==> src/rtl/codec_pkg.sv <==
// Shared state type and frame-timing constants for the I2S codec interface.
package codec_pkg;

  typedef enum logic [1:0] {
    ST_RST  = 2'd0,
    ST_SYNC = 2'd1,
    ST_RUN  = 2'd2
  } state_e;

  localparam logic [3:0] SMPL_PH    = 4'd7;
  localparam logic [3:0] SHFT_PH    = 4'd15;
  localparam logic [9:0] LFT_DONE   = 10'd263;
  localparam logic [9:0] VLD_CNT    = 10'd776;
  localparam logic [4:0] FIRST_SLOT = 5'd1;
  localparam logic [4:0] LAST_SLOT  = 5'd16;

  function automatic logic slot_in(input logic [4:0] slot, input logic [4:0] last);
    return (slot >= FIRST_SLOT) && (slot <= last);
  endfunction

endpackage

==> src/rtl/codec_clk_gen.sv <==
// Free-running frame counter producing MCLK/SCLK/LRCLK, the bit slot and the sample/shift strobes.
module codec_clk_gen
  import codec_pkg::*;
#(
  parameter int CNT_W = 10
) (
  input  logic             clk,
  input  logic             rst,
  output logic [CNT_W-1:0] cnt,
  output logic [4:0]       slot,
  output logic             mclk,
  output logic             sclk,
  output logic             lrclk,
  output logic             smpl_stb,
  output logic             shft_stb,
  output logic             frame_end
);

  logic [CNT_W-1:0] cnt_r;

  // Frame counter, wraps to zero after the last cycle of the LRCLK frame.
  always_ff @(posedge clk) begin
    if (rst) begin
      cnt_r <= {CNT_W{1'b0}};
    end else begin
      cnt_r <= cnt_r + {{(CNT_W-1){1'b0}}, 1'b1};
    end
  end

  assign cnt       = cnt_r;
  assign slot      = cnt_r[CNT_W-2 -: 5];
  assign mclk      = cnt_r[1];
  assign sclk      = cnt_r[3];
  assign lrclk     = cnt_r[CNT_W-1];
  assign smpl_stb  = (cnt_r[3:0] == SMPL_PH);
  assign shft_stb  = (cnt_r[3:0] == SHFT_PH);
  assign frame_end = &cnt_r;

endmodule

==> src/rtl/codec_intf.sv <==
// I2S master between the audio codec and the EQ engine: clocks, codec reset, ADC capture, DAC serialize.
// Define CODEC_LOOPBACK_EN to feed the serial DAC output back into the capture path.
module codec_intf
  import codec_pkg::*;
#(
  parameter int DATA_W = 16,
  parameter int CNT_W  = 10
) (
  input  logic              clk,
  input  logic              rst,
  input  logic [DATA_W-1:0] lft_in,
  input  logic [DATA_W-1:0] rght_in,
  input  logic              SDout,
  output logic [DATA_W-1:0] lft_out,
  output logic [DATA_W-1:0] rght_out,
  output logic              vld,
  output logic              MCLK,
  output logic              SCLK,
  output logic              LRCLK,
  output logic              SDin,
  output logic              RSTn
);

  logic [CNT_W-1:0]    cnt_s;
  logic [4:0]          slot_s;
  logic                smpl_stb_s;
  logic                shft_stb_s;
  logic                frame_end_s;
  logic                rx_bit_s;
  logic                rx_en_s;
  logic                tx_en_s;
  logic                vld_set_s;
  logic [DATA_W-1:0]   rx_word_s;
  logic [DATA_W-1:0]   rx_shft_r;
  logic [DATA_W-1:0]   lft_hold_r;
  logic [DATA_W-1:0]   lft_out_r;
  logic [DATA_W-1:0]   rght_out_r;
  logic [2*DATA_W-1:0] tx_shft_r;
  logic                vld_r;
  logic                rstn_r;
  state_e              state_r;
  state_e              state_nxt_s;

  codec_clk_gen #(.CNT_W(CNT_W)) u_clk_gen (
    .clk       (clk),
    .rst       (rst),
    .cnt       (cnt_s),
    .slot      (slot_s),
    .mclk      (MCLK),
    .sclk      (SCLK),
    .lrclk     (LRCLK),
    .smpl_stb  (smpl_stb_s),
    .shft_stb  (shft_stb_s),
    .frame_end (frame_end_s)
  );

`ifdef CODEC_LOOPBACK_EN
  assign rx_bit_s = tx_shft_r[2*DATA_W-1];
`else
  assign rx_bit_s = SDout;
`endif

  assign rx_word_s = {rx_shft_r[DATA_W-2:0], rx_bit_s};
  assign rx_en_s   = smpl_stb_s && slot_in(slot_s, LAST_SLOT);
  // Right half needs only 15 shifts: its LSB is already on top for slot 16.
  assign tx_en_s   = shft_stb_s &&
                     slot_in(slot_s, cnt_s[CNT_W-1] ? (LAST_SLOT - 5'd1) : LAST_SLOT);
  assign vld_set_s = (state_r == ST_RUN) && (cnt_s == (VLD_CNT - 10'd1));

  // Startup sequencing: hold codec in reset one frame, settle one frame, then run.
  always_comb begin
    state_nxt_s = state_r;
    if (frame_end_s) begin
      case (state_r)
        ST_RST:  state_nxt_s = ST_SYNC;
        ST_SYNC: state_nxt_s = ST_RUN;
        ST_RUN:  state_nxt_s = ST_RUN;
        default: state_nxt_s = ST_RST;
      endcase
    end else begin
      state_nxt_s = state_r;
    end
  end

  // State register with registered codec reset and valid strobe.
  always_ff @(posedge clk) begin
    if (rst) begin
      state_r <= ST_RST;
      rstn_r  <= 1'b0;
      vld_r   <= 1'b0;
    end else begin
      state_r <= state_nxt_s;
      rstn_r  <= (state_nxt_s != ST_RST);
      vld_r   <= vld_set_s;
    end
  end

  // Capture and serialize datapath; the pair is published as the right LSB arrives.
  always_ff @(posedge clk) begin
    if (rst) begin
      rx_shft_r  <= {DATA_W{1'b0}};
      lft_hold_r <= {DATA_W{1'b0}};
      lft_out_r  <= {DATA_W{1'b0}};
      rght_out_r <= {DATA_W{1'b0}};
      tx_shft_r  <= {(2*DATA_W){1'b0}};
    end else begin
      if (rx_en_s) begin
        rx_shft_r <= rx_word_s;
      end
      if (rx_en_s && (cnt_s == LFT_DONE)) begin
        lft_hold_r <= rx_word_s;
      end
      if (vld_set_s) begin
        lft_out_r  <= lft_hold_r;
        rght_out_r <= rx_word_s;
      end
      if (vld_r) begin
        tx_shft_r <= {lft_in, rght_in};
      end else if (tx_en_s) begin
        tx_shft_r <= {tx_shft_r[2*DATA_W-2:0], 1'b0};
      end
    end
  end

  assign lft_out  = lft_out_r;
  assign rght_out = rght_out_r;
  assign vld      = vld_r;
  assign SDin     = tx_shft_r[2*DATA_W-1];
  assign RSTn     = rstn_r;

endmodule

==> config.mk <==
export PLATFORM = sky130hd
export DESIGN_NAME = codec_intf
export DESIGN_NICKNAME = d
export VERILOG_FILES = /design/src/rtl/codec_pkg.sv /design/src/rtl/codec_clk_gen.sv /design/src/rtl/codec_intf.sv
export SDC_FILE = /design/constraint.sdc
export NUM_CORES = 1
export LEC_CHECK = 0
export ABC_AREA = 1
export CAP_MARGIN = 15
export CORE_MARGIN = 1
export CORE_UTILIZATION = 30
export CTS_BUF_LIST = sky130_fd_sc_hd__clkbuf_8
export DETAILED_ROUTE_END_ITERATION = 10
export PLACE_DENSITY_LB_ADDON = 0.08
export SKIP_CTS_REPAIR_TIMING = 1
export SYNTH_ARGS = -nofsm -noshare
export SYNTH_HDL_FRONTEND = slang
export SYNTH_HIERARCHICAL = 1
export SYNTH_SLANG_ARGS = --single-unit
==> constraint.sdc <==
create_clock -name clk -period 2.9 [get_ports clk]
set_input_delay 0.58 -clock clk [delete_from_list [all_inputs] [get_ports clk]]
set_output_delay 0.58 -clock clk [all_outputs]
set_load 0.05 [all_outputs]
==> reports/results.tsv <==
stage	metric	value	unit
drt	wl	11990	µm
floorplanning	ios	73	
grt	grt_antenna_before_repair	0	
yosys	synthCells	670	
yosys	synth_nets	713	
timing	max_slew_margin	37.97	%
min_path	hold_depth	2	
cells_and_area	seq_area	2182	µm²
grt	grt_pass1_vias	4099	
place	port_buffers	72	
setup_path	slowest_delay	840	ps
setup_path	worstPathMaxFanout	7	
yosys	yosysWarnings	6	
setup_path	r2r-end	tx_shft_r[25]	
setup_path	required	2320	ps
yosys	synth-seq-cells	109	
timing	fin_crit	2251	ps
yosys	synth-seq-area-share	45.69	%
clocking	cts_buffers	9	
cells_and_area	syn_to_final_growth	20.12	%
drt	wl_per_cell	12.97	µm
timing	slew_violations	0	
place	place.gp.congestion	0.7420	
timing	rsz0062_at_grt	false	
yosys	synthArstFlopShare	0	%
power_and_ir_drop	ir_drop	0.2478	mV
drt	ant_nets	0	
setup_path	criticalPathCategory	reg -> out	
floorplanning	core	15370	µm²
yosys	ys_types	24	
setup_path	r2r_setup_slack	770	ps
outcome	outcome	finished clean	
timing	holdWs	468.3	ps
grt	grt_first_pass_wirelength	20000	µm
timing	period_share	77.61	%
floorplanning	fp.dieW	128.2	µm
clocking	cts-root-buf	clkbuf_8	
timing	hold_violations	0	
run	maxCapViolations	0	
timing	setup_ws	649.2	ps
grt	grt_max_degree	62	
yosys	synth_enable_flop_cells	0	
timing	skew	9.521	ps
drt	viasPerCell	4.612	
setup_path	cp.arrival	1670	ps
clocking	cts_tree	done	
grt	overflow	0	
setup_path	cp_num_buf_inv	1	
power_and_ir_drop	power.density	438.6	nW/µm²
timing	timing.fmax	444.3	MHz
cells_and_area	multi_input_area	2163	µm²
floorplanning	initial_core_util	31.07	%
place	hpwl	7829	µm
cells_and_area	drive_gt1_share	5.882	%
clocking	h-tree-depth	3	
timing	setup_viol	0	
drt	drtIter0Drc	217	
timing	tns	0	ps
clocking	clk_path_buf_depth	2	
cells_and_area	final_nets	754	
place	place_ws	732.0	ps
cells_and_area	diodes	0	
drt	num_vias	4266	
drt	drc	0	
place	place_inst	911	
clocking	clkSinkCount	109	
power_and_ir_drop	leakagePower	0.002110	µW
setup_path	reg2regPathDepth	11	
setup_path	crit_chain	clkdlybuf4s50_1	
yosys	synthesis.area	4776	µm²
setup_path	worstReg2RegStart	u_clk_gen/cnt[9]	
floorplanning	design.die.area	16430	µm²
cells_and_area	fin_cells	925	
setup_path	crit_slowest_cell	clkdlybuf4s50_1	
min_path	hold_class	reg -> reg	
floorplanning	die_y	128.2	µm
clocking	clk_latency	390	ps
grt	grt_usage	15.51	%
setup_path	critPathTopFamily	buffers and inverters	
floorplanning	rows	45	
drt	first_pass_iters	4	
yosys	synthFlopType	dfxtp_1	
yosys	synth.avg_cell_area	7.128	µm²
setup_path	start_kind	flop	
min_path	worstHoldEndpoint	rght_out[11]	
min_path	min-delay-start	rght_out[11]	
cells_and_area	fillers	1648	
timing	worst_slew_pin_slew	929.4	ps
clocking	path_clk_slew	100	ps
setup_path	worst_setup_path_end_kind	primary output	
flip-flops by register name, indices dropped and copies added, names as in the netlist:
signal and count:
tx_shft_r 32, lft_hold_r 16, lft_out 16, rght_out 16, rx_shft_r 15, u_clk_gen/cnt 10, state_r 2, RSTn 1
vld 1
routing by layer:
metal	share of wire (%)	vias up	global-route usage, %	wire, µm
met2	47	71	26.28	5672
li1	-	2248	-	-
met5	0	-	0	0
met3	3.7	5	4.549	441
met1	48	1942	19.10	5774
met4	0.87	0	4.152	104
placed cells by master (no fill, tap or decap):
| master | n |
|---|---|
| inv_2 | 3 |
| o21ai_0 | 17 |
| nor2_2 | 2 |
| nor2_1 | 59 |
| buf_4 | 15 |
| clkbuf_8 | 9 |
| nand2_1 | 211 |
| nand3b_1 | 2 |
| clkinv_2 | 2 |
| nor3_1 | 1 |
| ha_1 | 8 |
| inv_1 | 36 |
| nor3_4 | 1 |
| inv_6 | 1 |
| nand4_1 | 34 |
| nand3_4 | 1 |
| a21oi_1 | 87 |
| buf_2 | 1 |
| nand3_2 | 2 |
| mux2i_1 | 1 |
| dfxtp_1 | 109 |
| nor2_4 | 1 |
| clkdlybuf4s50_1 | 69 |
| bufinv_16 | 1 |
| nand2_2 | 3 |
| nand3_1 | 38 |
logic make-up (layout without fill, tap and decap cells):
group	Yosys count	after routing	share of synthesized area (%)
AO/OA/AOI/OAI	104	104	10.90
adder cells (fa/ha/maj)	8	8	2.096
flip-flops	109	109	45.69
AND/OR/NAND/NOR	355	355	32.09
multiplexers	1	1	0.2096
buffers and inverters	93	137	9.012
synthesized netlist by cell type (3+ instances only):
master    instances  area, µm²
buf_1             3      11.26
a21oi_1          87      435.4
inv_2             3      11.26
inv_1            35      131.4
buf_6             3      33.78
nand2_2           3      18.77
dfxtp_1         109       2182
ha_1              8      100.1
nand4_1          34      212.7
clkbuf_1         24      90.09
nand3_1          38      190.2
nand2_1         211      792.0
o21ai_0          17      85.08
nor2_1           59      221.5
buf_2            14      70.07
buf_4            11      82.58
metrics by stage:
stage	total power (µW)	util [%]	area (µm²)
finish	2516	37.32	5737
global route	2635	37.32	5737
CTS	2573	37.32	5737
detailed placement	1644	36.17	5560
global placement	1643	36.17	5560
floorplan	1582	-	4776
cell type report:
cell class	count	share of cell area, %
inverters	38	2.486
repair buffers	85	14.09
flip-flops and latches	109	38.04
clock buffers	9	2.159
clock inverters	5	0.9160
well taps	211	4.602
multi-input cells	468	37.71
worst max-delay path by stage:
stage                     start       endpoint  slack [ps]  cells after the start
6_report       u_clk_gen/cnt[3]           SCLK         650                      1
5_1_grt        u_clk_gen/cnt[9]   tx_shft_r[1]         500                     12
4_1_cts        u_clk_gen/cnt[3]           SCLK         600                      1
3_5_place_dp   u_clk_gen/cnt[9]  tx_shft_r[25]         730                     11
3_3_place_gp   u_clk_gen/cnt[9]   tx_shft_r[1]         770                     11
2_1_floorplan  u_clk_gen/cnt[9]   tx_shft_r[1]         610                     14
power breakdown:
part | switching [µW] | internal (µW)
clock | 520 | 388
combinational | 50.7 | 53.2
sequential | 4.59 | 1500
total | 576 | 1940
Note: power is estimated with default switching activity, not from simulation.
==> variant (config.mk and constraints unchanged) <==
`DATA_W`: 16 -> 14.
--- a/src/rtl/codec_intf.sv
+++ b/src/rtl/codec_intf.sv
@@ -3,7 +3,7 @@
 module codec_intf
   import codec_pkg::*;
 #(
-  parameter int DATA_W = 16,
+  parameter int DATA_W = 14,
   parameter int CNT_W  = 10
 ) (
   input  logic              clk,
Interface: changed (resized lft_in, lft_out, rght_in and rght_out); port bits go from 73 to 65. No check against the original RTL was run, so the function may have changed too.
==> variant against the original RTL <==
  * Synthesized area decreased by 13%
  * Cell area decreased by 11%
  * Sequential cell count decreased by 12
  * Core utilization increased by 0.58 points
  * Routed wire length decreased by 16%
  * Critical path depth unchanged
  * Count of clock-buffer cells in the layout increased by 2
  * Setup slack got worse by 0.061 ns
  * Final cell count decreased by 13%
  * Total power decreased by 6.1%
  * Sequential power decreased by 11%
  * Global-route usage decreased by 0.51 points
  * Critical path type unchanged
==> variant: results <==
export IMPL_status="completed"
export IMPL_clkPwrFrac_pct=39.8
export IMPL_dp_hpwl_mm=6.52
export IMPL_grt_pass1_wl_mm=17.1
export IMPL_cts_sinks=97
export IMPL_largest_register_ffs=28
export IMPL_clockBufferCount=11
export IMPL_dr_pass1_iters=5
export IMPL_clk_latency_ns=0.37
export IMPL_numPlacedInstances=785
export IMPL_syn2layout_area_growth_pct=21.9
export IMPL_synth_area_sq_um=4170
export IMPL_grt_use_met2_pct=21.8
export IMPL_swShare_pct=22.6
export IMPL_met2_length_mm=4.23
export IMPL_fillers=1449
export IMPL_io_buffers=64
export IMPL_critPathMaxFanout=8
export IMPL_placed_area_sq_um=4870
export IMPL_clock_cell_area_share_pct=4.19
export IMPL_fin_worst_skew_ns=0.0155
export IMPL_drtIter0Drc=221
export IMPL_synthMuxAreaShare_pct=0.240
export IMPL_gr_usage_met3_pct=3.04
export IMPL_synth_seq_area_share_pct=46.6
export IMPL_grt_pass1_vias=3534
export IMPL_p_seq_mw=1.34
export IMPL_worst_pin_slew_ns=0.761
export IMPL_use_met1_pct=21.2
export IMPL_multi_input_cells=421
export IMPL_buffer_area_share_pct=13.7
export IMPL_yosysUniqueCellTypes=25
export IMPL_wl_mm=10.1
export IMPL_synth_avg_cell_area_sq_um=7.22
export IMPL_nNonClkBuffers=72
export IMPL_clock_net_power_uw=941
export IMPL_fin_nets=659
export IMPL_leakage_nw=1.97
export IMPL_synth_compound_area_share_pct=11.2
export IMPL_wl_per_cell_um=12.6
export IMPL_viasPerCell=4.56
export IMPL_irDropWorstVdd_v=0.000181
export IMPL_track_usage_pct=15.0
-- variant: cell types whose count changed after synthesis, moves of 2 or more --
| cell | unedited run | this run |
|---|---|---|
| a21oi_1 | 87 | 63 |
| dfxtp_1 | 109 | 97 |
| buf_2 | 14 | 10 |
| inv_1 | 35 | 16 |
| o21ai_0 | 17 | 28 |
| nand3_1 | 38 | 47 |
| nor2_2 | 2 | 13 |
| nand4_1 | 34 | 0 |
| nor2_1 | 59 | 72 |
| nand2_1 | 211 | 176 |
| clkbuf_1 | 24 | 14 |
| o21ai_1 | 0 | 2 |
-- variant: final timing paths --
path                                end                         from  slack [ns]
max                               LRCLK  u_clk_gen/cnt[9]$_SDFF_PP0_        0.59
min          lft_hold_r[2]$_SDFFE_PP0P_   lft_hold_r[2]$_SDFFE_PP0P_        0.47
max reg2reg  tx_shft_r[11]$_SDFFE_PP0P_  u_clk_gen/cnt[9]$_SDFF_PP0_        0.71
min reg2reg  lft_hold_r[2]$_SDFFE_PP0P_   lft_hold_r[2]$_SDFFE_PP0P_        0.47
